==> src/rtl/dff_bank_arbiter.sv <==
// Shared WIDTH-bit register bank (q/qbar) written by one of N requesters at a time.
// Round-robin pick in IDLE, write in LOAD, one-cycle ack in ACK.
module dff_bank_arbiter #(
    parameter int unsigned       N       = 4,
    parameter int unsigned       WIDTH   = 8,
    parameter logic [WIDTH-1:0]  RST_VAL = '0
) (
    input  logic                 clk,
    input  logic                 clr,
    input  logic [N-1:0]         req,
    input  logic [N*WIDTH-1:0]   data,
    output logic [N-1:0]         gnt,
    output logic [N-1:0]         ack,
    output logic [WIDTH-1:0]     q,
    output logic [WIDTH-1:0]     qbar,
    output logic                 busy
);

    localparam int unsigned PW = (N > 1) ? $clog2(N) : 1;

    typedef enum logic [1:0] {
        S_IDLE = 2'd0,
        S_LOAD = 2'd1,
        S_ACK  = 2'd2
    } state_t;

    state_t            state_q, state_d;
    logic [PW-1:0]     ptr_q, ptr_d;
    logic [PW-1:0]     win_q, win_d;
    logic [N-1:0]      gnt_q, gnt_d;
    logic [N-1:0]      ack_q, ack_d;
    logic [WIDTH-1:0]  q_q, q_d;
    logic [WIDTH-1:0]  qbar_q, qbar_d;
    logic              busy_q, busy_d;

    logic [WIDTH-1:0]  data_a [N];
    logic [PW-1:0]     cand;
    logic              found;

    always_comb begin
        for (int i = 0; i < int'(N); i++) begin
            data_a[i] = data[i*int'(WIDTH) +: WIDTH];
        end
    end

    // State register; clr wins over any transaction in flight.
    always_ff @(posedge clk) begin
        if (clr) begin
            state_q <= S_IDLE;
            ptr_q   <= '0;
            win_q   <= '0;
            gnt_q   <= '0;
            ack_q   <= '0;
            q_q     <= RST_VAL;
            qbar_q  <= ~RST_VAL;
            busy_q  <= 1'b0;
        end else begin
            state_q <= state_d;
            ptr_q   <= ptr_d;
            win_q   <= win_d;
            gnt_q   <= gnt_d;
            ack_q   <= ack_d;
            q_q     <= q_d;
            qbar_q  <= qbar_d;
            busy_q  <= busy_d;
        end
    end

    // Next-state and registered-output logic.
    always_comb begin
        state_d = state_q;
        ptr_d   = ptr_q;
        win_d   = win_q;
        gnt_d   = gnt_q;
        ack_d   = '0;
        q_d     = q_q;
        qbar_d  = qbar_q;
        busy_d  = busy_q;
        found   = 1'b0;
        cand    = '0;

        case (state_q)
            S_IDLE: begin
                gnt_d  = '0;
                busy_d = 1'b0;
                // Search starts at ptr so the last winner goes to the back of the line.
                for (int k = 0; k < int'(N); k++) begin
                    cand = PW'((int'(ptr_q) + k) % int'(N));
                    if (!found && req[cand]) begin
                        found = 1'b1;
                        win_d = cand;
                    end
                end
                if (found) begin
                    gnt_d   = N'(1) << win_d;
                    busy_d  = 1'b1;
                    state_d = S_LOAD;
                end
            end
            S_LOAD: begin
                q_d     = data_a[win_q];
                qbar_d  = ~data_a[win_q];
                ack_d   = N'(1) << win_q;
                state_d = S_ACK;
            end
            S_ACK: begin
                ptr_d   = (win_q == PW'(N - 1)) ? '0 : win_q + PW'(1);
                gnt_d   = '0;
                busy_d  = 1'b0;
                state_d = S_IDLE;
            end
            default: begin
                gnt_d   = '0;
                busy_d  = 1'b0;
                state_d = S_IDLE;
            end
        endcase
    end

    assign gnt  = gnt_q;
    assign ack  = ack_q;
    assign q    = q_q;
    assign qbar = qbar_q;
    assign busy = busy_q;

endmodule

==> config.mk <==
export PLATFORM = sky130hd
export DESIGN_NAME = dff_bank_arbiter
export DESIGN_NICKNAME = d
export VERILOG_FILES = /design/src/rtl/dff_bank_arbiter.sv
export SDC_FILE = /design/constraint.sdc
export NUM_CORES = 1
export LEC_CHECK = 0
export ABC_AREA = 1
export CAP_MARGIN = 20
export CORE_MARGIN = 5
export CORE_UTILIZATION = 40
export DETAILED_ROUTE_END_ITERATION = 16
export PLACE_DENSITY = 0.73
export SLEW_MARGIN = 20
export SYNTH_ARGS = -nofsm -noshare
export SYNTH_HDL_FRONTEND = slang
export SYNTH_SLANG_ARGS = --single-unit
==> constraint.sdc <==
create_clock -name clk -period 3.58 [get_ports clk]
set_input_delay 0.358 -clock clk [delete_from_list [all_inputs] [get_ports clk]]
set_output_delay 0.358 -clock clk [all_outputs]
set_load 0.02 [all_outputs]
==> metrics.txt <==
pin count of the biggest net entering global routing=25; die area=around 5600 µm²; clock tree sinks=31; sequential share of power=a little under two fifths; Slew Limit Fails=0; largest family of logic cells by synthesized area=simple AND/OR/NAND/NOR gates; I/O Pins=between 60 and 70; status=complete, no violations; leak pwr=between 1 and 1.5 nW; drt pass-1 iters=4; mux contribution to synthesized area=0%; layout cells sized above 1=a little under an eighth; initial antenna violation count=0; Filler cells=386; final hold vios=0; DRT iter0 DRCs=92; hold_sp=gnt[1]; DRT Wirelength=approximately 4.5 mm; r2r setup slk=1560 ps; port bufs=between 60 and 70; Clock Power Share=about 25%; Mean Syn Cell Area=6.81 µm²; clock-pin slew on the worst setup and hold paths=60 ps; post-DP HPWL=about 3.4 mm; crit-path max FO=24; Layout Cells excl Fill=356; worst slew pin tran=around 800 ps; hold endpoint=gnt[1]; Worst-Skew Late Latency=270 ps; # DRC=0; htree depth=2; CP Cell Sequence=inv_1 -> o21ai_0 -> o22ai_1 -> nand2_1 -> o21ai_0 -> nand2_1; final setup fails=0; post-CTS setup repair buffer count=0; Area contributors post-synth=dfxtp_1, nand2_1, o21ai_0, nand3_1, nor2_1; syn nets=approximately 290; critical path type=register to register; Worst Skew=about 3.2 ps; CTS root buffer=clkbuf_8; Worst setup SP type=register; GRT overflow=0; Reg2Reg Depth=6; sequential area share after synthesis=37.1%; CTS Hold Bufs=0; FP Rows=23; fraction of the mapped netlist area in compound gates=a little under a fifth; core region area=4030 µm²; Sw Ratio=35.8%; gp weighted congestion=0.876; adder-cell area share of the yosys netlist=less than 1%; Min-Delay Path Depth=2; Req. time, crit path=~3800 ps; Max VDD drop=between 0.0002 and 0.0003 V; Ant. Diodes=0; Synth Area in XOR/XNOR=0%; WL per Instance=roughly 13 µm; setup TNS=0 ps; vias=1,744; RR Startpoint=win_q[0]; CP arrival=between 2000 and 2500 ps; worst min-delay path category=register to register; synth unique cells=27; CP max-delay cell=dfxtp_1; Die W=74.7 µm; utilization after layout=around three fifths; Post-Synth Simple-Gate Area=between 30% and 40%; Comb power frac=a little under two fifths; max-cap violation count=0; cts repair resizes=0; Tmin final=2020 ps; #FFs+latches synth=31; post-placement cell count=around 350; Pint=~770 µW; Worst slew margin=~46%; largest area contributor in the netlist=dfxtp_1; Area Growth Syn to Fin=43.6%; NumNets Final=around 340; Via density=roughly 4.9; Yosys warnings=0; first-pass GRT wire length=about 7.3 mm; CP max stage delay=840 ps; Post-DRT Antenna Nets=0; CTS tree=built; Die Y-Extent=between 70 and 80 µm; clock tree buffer depth=2; pwr dens=496 nW/µm²; GRT Util Overall=approximately 17%; Sw Pwr=~430 µW; synthesized area=roughly 1700 µm²; Max Freq=between 0.4 and 0.5 GHz; final worst path period share=~56%; vias in the first global route=between 1.5k and 2k; Worst setup EP type=register; Worst R2R End=qbar[3]; post-synth top area share=between 30% and 40%; RSZ-0062 raised after global routing=false; CTS buffer count=5; Initial Util=roughly two fifths; Synth Instances=about 250
-- cells in the final DEF, fill, tap and decap left out, drive strengths merged, types with 6 or more instances in the layout --
cell type and count:
nand3 22, dfxtp 31, o21ai 26, clkbuf 8
nand2 78, clkdlybuf4s50 62, nor2 23, a21oi 12
o22ai 6, inv 20
-- layer usage --
layer	GRT usage, %	wire, µm	vias up
li1	-	-	926
met1	23.1	2070	770
met2	26.3	2140	41
met3	5.07	229	7
met4	5.53	68	0
met5	0	0	-
-- synthesized netlist by cell type --
library cell  count
a21oi_1          11
a21oi_2           1
a31oi_1           1
buf_6             2
clkbuf_1          8
clkinv_1          1
clkinv_2          1
dfxtp_1          31
ha_1              1
inv_1            14
inv_2             6
nand2_1          69
nand2_2           7
nand2_4           2
nand3_1          16
nand3_2           6
nor2_1           20
nor2_2            1
nor2_4            2
nor3_1            4
o211a_1           2
o211ai_1          4
o21ai_0          24
o21ai_1           2
o21bai_1          2
o22ai_1           6
or2_2             2
-- power groups by stage --
stage / logic, mW / registers [mW] / clock network (mW)
detailed placement: 0.452 / 0.455 / 0
floorplan: 0.259 / 0.476 / 0
global placement: 0.451 / 0.454 / 0
global route: 0.503 / 0.457 / 0.320
CTS: 0.454 / 0.448 / 0.303
finish: 0.451 / 0.447 / 0.294
-- worst max-delay path by stage --
| stage | startpoint | to | slack (ps) | cells after the start |
|---|---|---|---|---|
| floorplan | ptr_q[0] | gnt[0] | 2160 | 12 |
| global placement | req[3] | gnt[0] | 1570 | 13 |
| detailed placement | req[3] | gnt[3] | 1560 | 13 |
| CTS | win_q[0] | qbar[3] | 1560 | 6 |
| global route | win_q[0] | qbar[4] | 1270 | 6 |
| finish | win_q[0] | qbar[3] | 1560 | 6 |
-- final cells by class --
| cell class | count | area [µm²] | share of cell area (%) |
|---|---|---|---|
| Inverter | 22 | 83.8 | 3.49 |
| Multi-Input combinational cell | 183 | 917 | 38.1 |
| Timing Repair Buffer | 62 | 621 | 25.8 |
| Tap cell | 50 | 62.6 | 2.60 |
| Clock buffer | 8 | 100 | 4.16 |
| Sequential cell | 31 | 621 | 25.8 |
-- flip-flops by register name, indices dropped and copies added, names as in the netlist --
signal,cells
ack,4
busy,1
gnt,4
ptr_q,2
q,8
qbar,8
state_q,2
win_q,2
-- worst max-delay path, delay by kind of cell (launching register included) --
family / cells / cell delay [ps]
AOI/OAI and AO/OA: 3 / 480
DFF: 1 / 840
and+or+nand+nor: 2 / 160
buffers and inverters: 1 / 460
-- logic make-up (layout without fill, tap and decap cells) --
logic type               count (synthesis)  after routing
flip-flops                              31             31
adder cells (fa/ha/maj)                  1              1
buffers and inverters                   32             92
AND/OR/NAND/NOR                        129            129
AO/OA/AOI/OAI                           53             53
-- stage by stage --
step / total power, mW / worst slack [ps] / instance area [µm²] / hold WS, ps
finish: 1.19 / 1560 / 2400 / 458
global route: 1.28 / 1270 / 2400 / 494
CTS: 1.20 / 1560 / 2400 / 463
detailed placement: 0.907 / 1560 / 2300 / 453
global placement: 0.905 / 1570 / 2300 / 442
floorplan: 0.736 / 2160 / 1670 / 449
Power figures use the tool's default switching activity.
